===== src/rtl/typedefs.sv =====
// typedefs: shared opcode and FSM-state types for the controller
// Ports: none (package). Provides opcode_t, state_t and is_aluop().
package typedefs;
  typedef enum logic [2:0] {HLT, SKZ, ADD, AND, XOR, LDA, STO, JMP} opcode_t;
  typedef enum logic [2:0] {
    INST_ADDR, INST_FETCH, INST_LOAD, IDLE, OP_ADDR, OP_FETCH, ALU_OP, STORE
  } state_t;
  // Opcodes whose operand is read from memory into the accumulator
  function automatic logic is_aluop(opcode_t op);
    return op inside {ADD, AND, XOR, LDA};
  endfunction
endpackage


===== src/rtl/ctrl_decode.sv =====
// ctrl_decode: combinational datapath-strobe decode from phase, opcode and zero
// Ports: phase/opcode/zero/halted in; mem_rd, load_ir, halt, inc_pc, load_ac, load_pc, mem_wr out.
module ctrl_decode
  import typedefs::*;
(
  input  state_t  phase,
  input  opcode_t opcode,
  input  logic    zero,
  input  logic    halted,
  output logic    mem_rd,
  output logic    load_ir,
  output logic    halt,
  output logic    inc_pc,
  output logic    load_ac,
  output logic    load_pc,
  output logic    mem_wr
);
  logic alu;
  logic late;
  assign alu  = is_aluop(opcode);
  assign late = phase == ALU_OP || phase == STORE;
  // A latched halt masks every strobe except halt itself
  always_comb begin
    mem_rd  = 1'b0;
    load_ir = 1'b0;
    halt    = 1'b0;
    inc_pc  = 1'b0;
    load_ac = 1'b0;
    load_pc = 1'b0;
    mem_wr  = 1'b0;
    if (halted) begin
      halt = 1'b1;
    end else begin
      mem_rd  = phase inside {INST_FETCH, INST_LOAD, IDLE} ||
                (phase inside {OP_FETCH, ALU_OP, STORE} && alu);
      load_ir = phase inside {INST_LOAD, IDLE};
      halt    = phase == OP_ADDR && opcode == HLT;
      inc_pc  = (phase == OP_ADDR && opcode != HLT) ||
                (phase == ALU_OP && opcode == SKZ && zero) ||
                (phase == STORE && opcode == JMP);
      load_ac = late && alu;
      load_pc = late && opcode == JMP;
      mem_wr  = phase == STORE && opcode == STO;
    end
  end
endmodule


===== src/rtl/controller.sv =====
// controller: 8-phase instruction-sequencing FSM with halt latch and retired-instruction counter
// Ports: clk, rst (sync, active-high), opcode, zero, [step when CONTROLLER_STEP_EN];
//        strobes mem_rd/load_ir/halt/inc_pc/load_ac/load_pc/mem_wr, phase, instr_count.
// Macro CONTROLLER_STEP_EN adds single-step gating at INST_ADDR.
module controller
  import typedefs::*;
#(
  parameter int CNT_WIDTH = 16
) (
  input  logic                 clk,
  input  logic                 rst,
`ifdef CONTROLLER_STEP_EN
  input  logic                 step,
`endif
  input  opcode_t              opcode,
  input  logic                 zero,
  output logic                 mem_rd,
  output logic                 load_ir,
  output logic                 halt,
  output logic                 inc_pc,
  output logic                 load_ac,
  output logic                 load_pc,
  output logic                 mem_wr,
  output state_t               phase,
  output logic [CNT_WIDTH-1:0] instr_count
);
  state_t               state_q, state_d;
  logic                 halted_q, halted_d;
  logic [CNT_WIDTH-1:0] cnt_q, cnt_d;
  logic                 go;
`ifdef CONTROLLER_STEP_EN
  assign go = step;
`else
  assign go = 1'b1;
`endif
  // HLT freezes in OP_ADDR before STORE, so a halted instruction never reaches the counter
  always_comb begin
    state_d  = state_q;
    halted_d = halted_q;
    cnt_d    = cnt_q;
    if (!halted_q) begin
      if (state_q == OP_ADDR && opcode == HLT) begin
        halted_d = 1'b1;
      end else if (state_q != INST_ADDR || go) begin
        state_d = state_t'(state_q + 3'd1);
        cnt_d   = state_q == STORE ? cnt_q + CNT_WIDTH'(1) : cnt_q;
      end
    end
  end
  always_ff @(posedge clk) begin
    if (rst) begin
      state_q  <= INST_ADDR;
      halted_q <= 1'b0;
      cnt_q    <= '0;
    end else begin
      state_q  <= state_d;
      halted_q <= halted_d;
      cnt_q    <= cnt_d;
    end
  end
  assign phase       = state_q;
  assign instr_count = cnt_q;
  ctrl_decode u_decode (
    .phase  (state_q),
    .opcode (opcode),
    .zero   (zero),
    .halted (halted_q),
    .mem_rd (mem_rd),
    .load_ir(load_ir),
    .halt   (halt),
    .inc_pc (inc_pc),
    .load_ac(load_ac),
    .load_pc(load_pc),
    .mem_wr (mem_wr)
  );
endmodule


===== config.mk =====
export PLATFORM = sky130hd
export DESIGN_NAME = controller
export DESIGN_NICKNAME = d
export VERILOG_FILES = /design/src/rtl/typedefs.sv /design/src/rtl/ctrl_decode.sv /design/src/rtl/controller.sv
export SDC_FILE = /design/constraint.sdc
export NUM_CORES = 1
export LEC_CHECK = 0
export CAP_MARGIN = 10
export CORE_MARGIN = 2
export CORE_UTILIZATION = 35
export DETAILED_ROUTE_END_ITERATION = 10
export GPL_TIMING_DRIVEN = 1
export PLACE_DENSITY = 0.61
export SKIP_LAST_GASP = 1
export SYNTH_ARGS = -nofsm -noshare
export SYNTH_HDL_FRONTEND = slang
export SYNTH_SLANG_ARGS = --single-unit

===== constraint.sdc =====
create_clock -name clk -period 1.7 [get_ports clk]
set_input_delay 0.51 -clock clk [delete_from_list [all_inputs] [get_ports clk]]
set_output_delay 0.51 -clock clk [all_outputs]
set_load 0.005 [all_outputs]

Yosys cells after proc, flatten, opt, wreduce, memory -nomap -nowiden
Cells that the tools add are included.
{"block": "totals", "in_bits": 6, "register_bits": 20, "elab_cells": 51, "out_inout_bits": 26}
{"block": "op_classes", "muxes": 9, "n_bitwise": 2, "n_addsub": 2, "reduce_logical": 21, "eq_ne": 14}
{"op": "$eq A3 B3 Y1 const B", "n": 8}
{"op": "$add A16 B1 Y16 const B", "n": 1}
{"op": "$eq A3 B2 Y1 const B", "n": 4}
{"op": "$logic_and A1 B1 Y1", "n": 9}
{"op": "$mux W1", "n": 9}
{"op": "$reduce_bool A3 Y1", "n": 3}
{"op": "$eq A3 B1 Y1 const B", "n": 2}
{"op": "$logic_or A1 B1 Y1", "n": 4}
{"op": "$reduce_bool A4 Y1", "n": 1}
{"op": "$add A3 B1 Y3 const B", "n": 1}
{"op": "$logic_not A3 Y1", "n": 1}
{"op": "$reduce_and A3 Y1", "n": 1}
{"op": "$not A1 Y1", "n": 2}
{"op": "$reduce_and A2 Y1", "n": 1}
{"op": "$reduce_bool A2 Y1", "n": 1}

Logic depth before layout (Yosys ltp)
{"block": "logic_depth", "depth_word": 6, "depth_mapped": 7, "mapped_depth_nobuf": 6}

Cells and area by module
Synthesis repeated with hierarchy kept, for this count alone.
{"block": "unflattened", "hier_cells": 130, "area_unflattened_um2": 1106.1}
{"module": "controller", "area_each_um2": 983.4, "cells_each": 110, "seq_area_each_um2": 400.4, "n_inst": 1}
{"module": "ctrl_decode", "area_each_um2": 122.6, "cells_each": 20, "seq_area_each_um2": 0.0, "n_inst": 1}

Least setup slack after synthesis
Ideal clock, no wire load.
{"block": "synth_timing", "path_type": "flip-flop to flip-flop", "startpoint": "register state_q[0], in the netlist phase[0]", "endpoint": "register cnt_q[13], in the netlist instr_count[13]", "n_path_buf": 0, "arrival_time_ps": 1706, "path_slack_ps": -127, "stages_incl_launch_ff": 7, "cell_sequence": "dfxtp_1 ha_1 ha_1 and2b_2 o211ai_4 nor4_1 mux2_2"}
{"block": "synth_via", "elab_chain_len": 4, "word_cells_on_any_way": 5, "classes_between": "eq/ne: 2; bitwise: 1; reduce/logical: 2"}
{"item": "from (decl)", "line_no": "controller.sv:27", "rtl": "state_t state_q, state_d;"}
{"item": "from (signal assigned)", "line_no": "controller.sv:56", "rtl": "state_q <= state_d;"}
{"item": "$eq A3 B3 Y1", "line_no": "controller.sv:42", "rtl": "if (state_q == OP_ADDR && opcode == HLT) begin"}
{"item": "$logic_and A1 B1 Y1", "line_no": "controller.sv:42"}
{"item": "$not A1 Y1 (no source line)"}
{"item": "$reduce_and A3 Y1 (no source line) (*)"}
{"item": "to (signal assigned)", "line_no": "controller.sv:58", "rtl": "cnt_q <= cnt_d;"}
{"item": "to (decl)", "line_no": "controller.sv:29", "rtl": "logic [CNT_WIDTH-1:0] cnt_q, cnt_d;"}
Every way passes the cells marked *; elsewhere a longest branch is shown, timed or not.
A chain may end at the register's enable or synchronous reset.

Worst setup path after layout
{"block": "layout_timing", "startpoint": "register state_q[0], in the netlist phase[0]", "endpoint": "output inc_pc"}
{"block": "layout_via", "elab_chain_len": 6, "word_cells_on_any_way": 10, "classes_between": "eq/ne: 3; mux: 1; reduce/logical: 6"}
{"item": "$eq A3 B3 Y1", "line_no": "ctrl_decode.sv:39", "rtl": "(phase == ALU_OP && opcode == SKZ && zero) ||"}
{"item": "$logic_and A1 B1 Y1 (2 in series)", "line_no": "ctrl_decode.sv:39"}
{"item": "$logic_or A1 B1 Y1", "line_no": "ctrl_decode.sv:38", "rtl": "inc_pc = (phase == OP_ADDR && opcode != HLT) ||"}
{"item": "$logic_or A1 B1 Y1 (*)", "line_no": "ctrl_decode.sv:39"}
{"item": "$mux W1 (*)", "line_no": "ctrl_decode.sv:31", "rtl": "if (halted) begin"}
{"item": "to (decl)", "line_no": "controller.sv:20", "rtl": "output logic inc_pc,"}
Marked as above.

==> results_dict.tcl <==
set metrics [dict create \
    status "complete, but fails checks" \
    failed_checks "negative setup slack" \
    worst_slack_ns -0.4712 \
    avgSynthCellArea_sq_um 8.807 \
    yosys_warnings 0 \
    grtUsageTotal_pct 20.95 \
    cts.hold.buffers_added 0 \
    rsz0062_at_grt "true" \
    cap_viol_max_count 0 \
    p_leak_nw 1.138 \
    p_switching_w 0.0002773 \
    power_frac_clock_pct 36.2 \
    hold_class "reg2reg" \
    numPortBuffers 31 \
    tns_ns -2.806 \
    fmax_ghz 0.4606 \
    worstSetupPathType "reg2out" \
    pre_cts_ws_ns -0.9264 \
    synth_compound_area_share_pct 21.15 \
    worstPathRequired_ns 1.19 \
    final.min_clock_period_ns 2.171 \
    critPathArrivalTime_ns 1.66 \
    syn-cell-area_sq_um 1136 \
    worst_pin_slew_ns 0.4424 \
    first_pass_iters 4 \
    ys_async_sr_fraction_pct 0 \
    drtAntennaViolNets 0 \
    endpoint_kind "primary output" \
    drtIter0Drc 36 \
    relSlewSlack_pct 70.43 \
    grt_overflow 0 \
    synth_top_family_by_area "simple AND/OR/NAND/NOR gates" \
    regArea_sq_um 446.7 \
    routed_wl_microns 3714 \
    core_sq_um 3078 \
    combPwrFrac_pct 19.9 \
    gp_congestion 0.7827 \
    syn-num-nets 142 \
    fin_nets 222 \
    fp.dieH_microns 60.98 \
    via_per_inst 5.175 \
    hold_path.startpoint "instr_count[15]$_SDFFE_PP0P_" \
    drive_above_1_share_pct 51.92 \
    synth-xor-area-share_pct 5.396 \
    cts_max_path_buffers 2 \
    rows 20 \
    synth_top_area_cell "dfxtp_1" \
    start_util_pct 36.91 \
    critPathLaunchType "flip-flop" \
    cts_root_buf "clkbuf_4" \
    yosysSeqAreaShare_pct 35.24 \
    grt_pass1_vias 1256 \
    power_density_nw_per_um2 515.6 \
    clk_pin_slew_worst_paths_ns 0.12 \
    power_frac_seq_pct 44.0 \
    cts-buffers-inserted 3 \
    wl_per_cell_microns 14.74 \
    period_share_pct 127.7 \
    drv_slew 0 \
    hpwl_microns 2186 \
    antenna_cells 0 \
    h-tree-depth 1 \
    cts_tree "done" \
    grt_max_degree 16 \
    area_delta_synth_final_pct 88.33 \
    r2r-start "phase[1]$_SDFFE_PP0P_" \
    yosys.area_share.simple_pct 23.35 \
    syn_inst 129 \
    ios 32 \
    grt_antenna_before_repair 0 \
    crit_start "phase[0]$_SDFFE_PP0P_" \
    final-setup-viol-count 18 \
    grt_first_pass_wirelength_microns 5768 \
    finClkSkew_ns 0.007233 \
    synthDistinctLibCells 38 \
    yosys-top-cells-count "dfxtp_1, nor2_1, a21oi_1" \
    hold_viol 0 \
    synthTopCellsByArea "dfxtp_1, ha_1, a21oi_1, nor2_1, xor2_1" \
    synth_ff_type "dfxtp_1" \
    yosysMostFrequentCell "dfxtp_1" \
    clock_sinks 20 \
    synth-adder-area-share_pct 7.709 \
    clk_latency_ns 0.31 \
    final_core_util_pct 69.51 \
    multi_input_comb_area_sq_um 850.8 \
    swShare_pct 25.14 \
    peakVddDrop_v 0.0005078 \
    vias 1304 \
    synth.top_cell.area_share_pct 35.24 \
    cp_max_fo 3 \
    die_area_sq_um 3718 \
    fillers 258 \
    synthMuxAreaShare_pct 2.753 \
    intPower_w 0.0008258 \
    synth-edff-count 0 \
    die_w_microns 60.98 \
    ys_ff_latch 20 \
    drcViolationCount 0 \
]
## cells in the final DEF (no fill, tap or decap), types with 4 or more instances in the layout
master,instances
o21ai_0,5
nor2_1,12
ha_4,5
buf_4,42
a21oi_1,9
dlymetal6s2s_1,16
nand3_1,4
or4_1,4
xor2_1,4
dfxtp_2,10
buf_6,7
dfxtp_4,9
dlygate4sd2_1,4
or3_1,4
nand2_1,6
o211ai_1,4
buf_2,6
## power by group through the flow
stage          Combinational, W  Sequential, W  Clock [W]
2_1_floorplan         0.0000674       0.000504          0
4_1_cts                0.000188       0.000485   0.000400
3_5_place_dp           0.000170       0.000503          0
3_3_place_gp           0.000166       0.000503          0
6_report               0.000219       0.000485   0.000399
5_1_grt                0.000239       0.000487   0.000437
## registers in the layout (all words and copies together), names as in the netlist
register,flops
instr_count,16
phase,3
halted_q,1
## logic make-up (layout without fill, tap and decap cells)
logic type,count (synthesis),count (layout)
buffers and inverters,11,90
AO/OA/AOI/OAI,34,34
XOR/XNOR,7,7
multiplexers,3,3
adder cells (fa/ha/maj),7,7
flip-flops,20,20
AND/OR/NAND/NOR,47,47
## through the flow
step	power [W]	hold slack (ns)	cell area, sq um	instances
after floorplan	0.0005711	0.4682	1175	129
after global placement	0.0006691	0.4654	1655	218
after detailed placement	0.0006731	0.4838	1655	218
after CTS	0.001073	0.4902	1956	245
after global routing	0.001163	0.4989	2140	252
final	0.001103	0.4929	2140	252
## metal layers
layer | part of all wire (%) | global-route usage, % | wire, microns
met1 | 44 | 27.13 | 1619
met2 | 53 | 35.02 | 1955
met3 | 2.8 | 4.051 | 103
met4 | 0.97 | 6.832 | 36
met5 | 0 | 0 | 0
## final timing paths
| check | endpoint | slack, ns | cells after the start |
|---|---|---|---|
| max | inc_pc | -0.47 | 8 |
| min | instr_count[15]$_SDFFE_PP0P_ | 0.49 | 2 |
| max reg2reg | instr_count[12]$_SDFFE_PP0P_ | -0.14 | 8 |
| min reg2reg | instr_count[15]$_SDFFE_PP0P_ | 0.49 | 2 |
## worst max-delay path, cell delays in order (launching register included)
cell	delay, ns
dfxtp_4	0.40
inv_4	0.05
ha_4	0.16
buf_6	0.11
o211ai_1	0.13
o41ai_4	0.14
a21oi_2	0.15
nor2_1	0.07
buf_2	0.12
## layout make-up
cell class                 instances  area share [%]
inverter                           6           1.287
multi-input combinational         98           39.77
tap                               44           2.573
timing repair buffer              80           33.04
sequential                        20           20.88
clock buffer                       3           1.053
clock inverter                     1           1.404
## repair_timing
item,CTS,global route
buffers inserted,28,7
setup endpoints to repair,37,37
pin swaps,15,13
gates cloned,0,0
resized for setup,76,38
Power figures use the tool's default switching activity.
